==> src/rtl/dmem_arbiter_pkg.sv <==
// rtl/dmem_arbiter_pkg.sv - shared arbiter state encoding and data memory geometry
package dmem_arbiter_pkg;

  localparam int DMEM_ADDR_W = 8;
  localparam int DMEM_DATA_W = 16;

  typedef enum logic [1:0] {
    ARB_IDLE   = 2'd0,
    ARB_ACCESS = 2'd1,
    ARB_DONE   = 2'd2
  } arb_state_t;

endpackage

==> src/rtl/arb_rr_pick.sv <==
// rtl/arb_rr_pick.sv - combinational two-way round-robin pick
module arb_rr_pick (
  input  logic [1:0] req,
  input  logic       last,
  output logic       winner,
  output logic       valid
);

  always_comb begin
    valid  = |req;
    winner = 1'b0;
    // On a tie the requester that was not served last wins
    if (req == 2'b11) winner = ~last;
    else              winner = req[1];
  end

endmodule

==> src/rtl/dmem_arbiter.sv <==
// rtl/dmem_arbiter.sv - two-requester data memory arbiter, three cycles per access
module dmem_arbiter
  import dmem_arbiter_pkg::*;
#(
  parameter int ADDR_W = DMEM_ADDR_W,
  parameter int DATA_W = DMEM_DATA_W
) (
  input  logic              Clock,
  input  logic              Reset,
  input  logic              R0_REQ,
  input  logic              R0_WR,
  input  logic [ADDR_W-1:0] R0_ADDR,
  input  logic [DATA_W-1:0] R0_WDATA,
  output logic              R0_GNT,
  output logic              R0_DONE,
  output logic [DATA_W-1:0] R0_RDATA,
  input  logic              R1_REQ,
  input  logic              R1_WR,
  input  logic [ADDR_W-1:0] R1_ADDR,
  input  logic [DATA_W-1:0] R1_WDATA,
  output logic              R1_GNT,
  output logic              R1_DONE,
  output logic [DATA_W-1:0] R1_RDATA,
  output logic [ADDR_W-1:0] M_ADDR,
  output logic              M_WR,
  output logic [DATA_W-1:0] M_WDATA,
  input  logic [DATA_W-1:0] M_RDATA,
  output logic              BUSY,
  output logic              OWNER
);

  arb_state_t        state_q, state_d;
  logic              last_q, last_d;
  logic              owner_q, owner_d;
  logic              wr_q, wr_d;
  logic [ADDR_W-1:0] addr_q, addr_d;
  logic [DATA_W-1:0] wdata_q, wdata_d;
  logic [DATA_W-1:0] hold0_q, hold0_d;
  logic [DATA_W-1:0] hold1_q, hold1_d;
  logic [1:0]        gnt_q, gnt_d;
  logic [1:0]        done_q, done_d;
  logic              m_wr_q, m_wr_d;
  logic [ADDR_W-1:0] m_addr_q, m_addr_d;
  logic [DATA_W-1:0] m_wdata_q, m_wdata_d;

  logic pick_winner;
  logic pick_valid;

  arb_rr_pick u_pick (
    .req    ({R1_REQ, R0_REQ}),
    .last   (last_q),
    .winner (pick_winner),
    .valid  (pick_valid)
  );

  always_comb begin
    state_d = state_q;
    last_d  = last_q;
    owner_d = owner_q;
    wr_d    = wr_q;
    addr_d  = addr_q;
    wdata_d = wdata_q;
    hold0_d = hold0_q;
    hold1_d = hold1_q;
    case (state_q)
      ARB_IDLE: begin
        if (pick_valid) begin
          state_d = ARB_ACCESS;
          owner_d = pick_winner;
          last_d  = pick_winner;
          wr_d    = pick_winner ? R1_WR    : R0_WR;
          addr_d  = pick_winner ? R1_ADDR  : R0_ADDR;
          wdata_d = pick_winner ? R1_WDATA : R0_WDATA;
        end
      end
      ARB_ACCESS: state_d = ARB_DONE;
      ARB_DONE: begin
        state_d = ARB_IDLE;
        owner_d = 1'b0;
        if (!wr_q) begin
          if (owner_q) hold1_d = M_RDATA;
          else         hold0_d = M_RDATA;
        end
      end
      default: state_d = ARB_IDLE;
    endcase

    // Outputs are decoded from the next state so they come straight off flops
    gnt_d     = (state_d != ARB_IDLE) ? (owner_d ? 2'b10 : 2'b01) : 2'b00;
    done_d    = (state_d == ARB_DONE) ? (owner_d ? 2'b10 : 2'b01) : 2'b00;
    m_wr_d    = (state_d == ARB_ACCESS) && wr_d;
    m_addr_d  = (state_d != ARB_IDLE) ? addr_d  : '0;
    m_wdata_d = (state_d != ARB_IDLE) ? wdata_d : '0;
  end

  always_ff @(posedge Clock) begin
    if (Reset) begin
      state_q   <= ARB_IDLE;
      last_q    <= 1'b1;
      owner_q   <= 1'b0;
      wr_q      <= 1'b0;
      addr_q    <= '0;
      wdata_q   <= '0;
      hold0_q   <= '0;
      hold1_q   <= '0;
      gnt_q     <= 2'b00;
      done_q    <= 2'b00;
      m_wr_q    <= 1'b0;
      m_addr_q  <= '0;
      m_wdata_q <= '0;
    end else begin
      state_q   <= state_d;
      last_q    <= last_d;
      owner_q   <= owner_d;
      wr_q      <= wr_d;
      addr_q    <= addr_d;
      wdata_q   <= wdata_d;
      hold0_q   <= hold0_d;
      hold1_q   <= hold1_d;
      gnt_q     <= gnt_d;
      done_q    <= done_d;
      m_wr_q    <= m_wr_d;
      m_addr_q  <= m_addr_d;
      m_wdata_q <= m_wdata_d;
    end
  end

  assign R0_GNT  = gnt_q[0];
  assign R1_GNT  = gnt_q[1];
  assign R0_DONE = done_q[0];
  assign R1_DONE = done_q[1];
  assign M_WR    = m_wr_q;
  assign M_ADDR  = m_addr_q;
  assign M_WDATA = m_wdata_q;
  assign BUSY    = (state_q != ARB_IDLE);
  assign OWNER   = owner_q;

  // Read data is live from memory during the done cycle, then from the hold register
  assign R0_RDATA = (done_q[0] && !wr_q) ? M_RDATA : hold0_q;
  assign R1_RDATA = (done_q[1] && !wr_q) ? M_RDATA : hold1_q;

endmodule

==> config.mk <==
export PLATFORM = sky130hd
export DESIGN_NAME = dmem_arbiter
export DESIGN_NICKNAME = d
export VERILOG_FILES = /design/src/rtl/dmem_arbiter_pkg.sv /design/src/rtl/arb_rr_pick.sv /design/src/rtl/dmem_arbiter.sv
export SDC_FILE = /design/constraint.sdc
export NUM_CORES = 1
export LEC_CHECK = 0
export ABC_AREA = 1
export CORE_MARGIN = 8
export CORE_UTILIZATION = 49
export DETAILED_ROUTE_END_ITERATION = 10
export HOLD_SLACK_MARGIN = 0.1
export PLACE_DENSITY = 0.87
export SLEW_MARGIN = 20
export SYNTH_ARGS = -nofsm -noshare
export SYNTH_HDL_FRONTEND = slang
export SYNTH_SLANG_ARGS = --single-unit
==> constraint.sdc <==
create_clock -name Clock -period 1.96 [get_ports Clock]
set_input_delay 0.294 -clock Clock [delete_from_list [all_inputs] [get_ports Clock]]
set_output_delay 0.294 -clock Clock [all_outputs]
set_load 0.005 [all_outputs]
==> metrics.csv <==
metric;value;unit
CP Max Fanout;5;
number of global-route vias before repair;3745;
final-report setup violation count;0;
number of instances in the synthesized netlist;535;
placeable core region;0.00773;mm^2
Starting Density;50.6;%
number of hold violations in the final report;0;
global routing usage on met1;22.1;%
post-synthesis to final-layout area growth;40.1;%
layout cell share with drive strength beyond 1;9.77;%
final period demand of the worst path;1.80;ns
DIE WIDTH;105;um
kind of cell adding the most delay to the critical path;buffers and inverters;
Cell Area, Synth;0.00391;mm^2
Max Root-Sink Buffers;2;
CTS H-tree depth;3;
largest net degree at the start of global routing;33;
number of storage elements in the synthesis netlist;90;
reported leakage power;2.45;nW
number of clock buffers inserted by TritonCTS;9;
total congestion overflow after global routing;0;
part of the cycle the worst path needs;91.8;%
kind of end point of the critical path;output port;
kind of critical path;flop to output port;
Final Net Count;730;
clock tree from TritonCTS;yes;
count of buffer and inverter cells on the critical path;2;
weighted congestion at the end of routability-driven global placement;0.855;
number of DRC violations after detailed routing;0;
power density over the cells;752;mW/mm^2
Most Crowded Layer GR;met2;
number of slew-limit violations in the final report;0;
data required time at the worst endpoint;1.67;ns
met2 demand-to-capacity share in global routing;31.3;%
floorplan row count;32;
remaining number of nets flagged by the antenna check after routing;0;
sum of negative setup slack;0;ns
upper clock frequency limit;556;MHz
post-route design area;0.00548;mm^2
Hold WC Path Type;primary input to flop;
area share of the largest cell type after synthesis;46.1;%
number of sinks on the clock net;90;
total global routing track utilization;19.0;%
Crit-path slowest cell;sky130_fd_sc_hd__clkdlybuf4s50_1;
number of setup buffers added after CTS;0;
CTS Root Cell;sky130_fd_sc_hd__clkbuf_8;
stage delay of the slowest cell on the critical path;0.52;ns
result of the run;complete, no violations;
Tightest Pin Transition;0.560;ns
syn_nets;605;
Clock Skews;0.0128;ns
Post-Place Cell Area;0.00532;mm^2
sequential area share after synthesis;46.1;%
Starting DRT DRC Count;118;
Antenna Diode Count;0;
detailed placement HPWL;7930;um
die area;0.0111;mm^2
maximum vdd ir drop;0.402;mV
largest area contributor in the synthesized netlist;sky130_fd_sc_hd__dfxtp_1;
Clock transition at path regs;0.08;ns
number of warnings reported in the yosys synthesis log;0;
source-to-sink clock delay at the later pin of the worst-skew pair;0.35;ns
Vias;3811;
total of max-cap violations;0;
wire length of the first global-routing pass;17700;um
top area cells in the synthesized netlist;sky130_fd_sc_hd__dfxtp_1, sky130_fd_sc_hd__nand2_1, sky130_fd_sc_hd__nand3_1;
quantity of I/O buffers inserted on ports;132;
RSZ-0062 raised after global routing;no;
grt met3 use;7.06;%
total detailed-routing wirelength;10500;um
number of top-level pins;133;
via density per instance;4.97;
arrival time reported for the critical path endpoint;1.51;ns
type of origin of the critical path;flop;
y dimension of the die;105;um
Routed wire per std cell;13.7;um
iteration count of the initial detailed-routing pass;5;
Avg Inst Size Synth;7.31;um^2
relative max-transition margin;62.6;%
crit path cell chain;inv_1 -> nand2_2 -> clkdlybuf4s50_1;
number of distinct library cells after synthesis;21;
initial antenna violation count;1;
## repair_timing
action                     4_1_cts  5_1_grt
gates resized for setup         34        0
hold buffers                     0        0
setup endpoints to repair       32        0
## metrics by stage
stage | worst slack (ns) | power [W] | utilization [%] | std cells | hold slack (ns)
finish | 0.160 | 0.00412 | 70.9 | 767 | 0.364
floorplan | 0.694 | 0.00249 | - | 535 | 0.439
global route | 0.0436 | 0.00435 | 70.9 | 767 | 0.359
detailed placement | 0.0249 | 0.00293 | 68.8 | 751 | 0.455
CTS | 0.130 | 0.00417 | 70.9 | 767 | 0.350
global placement | 0.0411 | 0.00291 | 68.8 | 751 | 0.448
## synth_stat cells
cell                       count
sky130_fd_sc_hd__nand3_1      66
sky130_fd_sc_hd__a21oi_1      45
sky130_fd_sc_hd__clkbuf_1     11
sky130_fd_sc_hd__nand2_2       3
sky130_fd_sc_hd__inv_2         1
sky130_fd_sc_hd__nor2_2        5
sky130_fd_sc_hd__buf_1         4
sky130_fd_sc_hd__buf_4         6
sky130_fd_sc_hd__nand3_4       1
sky130_fd_sc_hd__dfxtp_1      90
sky130_fd_sc_hd__inv_1        72
sky130_fd_sc_hd__o21ai_0      52
sky130_fd_sc_hd__nor2_1       36
sky130_fd_sc_hd__a21oi_2      17
sky130_fd_sc_hd__nor2_8        2
sky130_fd_sc_hd__nor2_4        3
sky130_fd_sc_hd__nand2_1     110
sky130_fd_sc_hd__nand2_4       1
sky130_fd_sc_hd__buf_6         3
sky130_fd_sc_hd__clkinv_2      1
sky130_fd_sc_hd__buf_2         6
## cell families (layout without fill, tap and decap cells)
group                  count (synthesis)  count (layout)  share of synthesized area [%]
AND/OR/NAND/NOR                      227             227                           26.4
flip-flops                            90              90                           46.1
buffers and inverters                104             234                           11.4
AO/OA/AOI/OAI                        114             114                           16.2
## power breakdown
group / leakage, nW / internal (W) / switching, W
Clock: 0.103 / 0.000626 / 0.000630
Sequential: 0.737 / 0.00196 / 0.0000489
Combinational: 1.61 / 0.000417 / 0.000441
Total: 2.45 / 0.00300 / 0.00112
## worst paths after layout
check,start,end,slack (ns),depth (start not counted)
max reg2reg,OWNER,hold0_q[12],0.54,4
min,Reset,hold0_q[1],0.36,2
max,state_q[0],BUSY,0.16,3
min reg2reg,hold0_q[1],hold0_q[1],0.47,2
## cell usage in the layout (no fill, tap or decap), types with 2 or more instances in the layout
cell type | netlist | routed
sky130_fd_sc_hd__a21oi_1 | 45 | 45
sky130_fd_sc_hd__a21oi_2 | 17 | 17
sky130_fd_sc_hd__buf_12 | 0 | 3
sky130_fd_sc_hd__buf_4 | 6 | 9
sky130_fd_sc_hd__clkbuf_8 | 0 | 10
sky130_fd_sc_hd__clkdlybuf4s50_1 | 0 | 99
sky130_fd_sc_hd__clkinv_2 | 1 | 3
sky130_fd_sc_hd__dfxtp_1 | 90 | 89
sky130_fd_sc_hd__dlygate4sd2_1 | 0 | 32
sky130_fd_sc_hd__inv_1 | 72 | 71
sky130_fd_sc_hd__inv_2 | 1 | 2
sky130_fd_sc_hd__nand2_1 | 110 | 110
sky130_fd_sc_hd__nand2_2 | 3 | 3
sky130_fd_sc_hd__nand3_1 | 66 | 66
sky130_fd_sc_hd__nor2_1 | 36 | 36
sky130_fd_sc_hd__nor2_2 | 5 | 5
sky130_fd_sc_hd__nor2_4 | 3 | 3
sky130_fd_sc_hd__nor2_8 | 2 | 2
sky130_fd_sc_hd__o21ai_0 | 52 | 52
## layer usage
metal	share of wire, %	vias to the layer above
li1	-	1946
met1	42	1700
met2	47	149
met3	9.4	14
met4	1.2	2
met5	0.15	-
## cell type report
class	count	area, um^2
inverter	74	279
timing repair buffer	144	1400
clock inverter	6	65.1
fill	600	2250
sequential	90	1800
multi-input combinational	341	1670
tap	102	128
clock buffer	10	138
## flip-flops by register name, indices dropped and copies added, names as in the netlist
| register | cells |
|---|---|
| M_WDATA | 16 |
| hold0_q | 16 |
| hold1_q | 16 |
| wdata_q | 16 |
| M_ADDR | 8 |
| addr_q | 8 |
| done_q | 2 |
| gnt_q | 2 |
| state_q | 2 |
| M_WR | 1 |
| OWNER | 1 |
| last_q | 1 |
| wr_q | 1 |
## worst reg2reg max path, cell delays in order (launching register included)
cell and delay [ns]:
sky130_fd_sc_hd__dfxtp_1 0.49, sky130_fd_sc_hd__nor2_2 0.06, sky130_fd_sc_hd__nand2_1 0.43, sky130_fd_sc_hd__nand2_1 0.17
sky130_fd_sc_hd__a21oi_1 0.19
(Power assumes the default switching activity.)
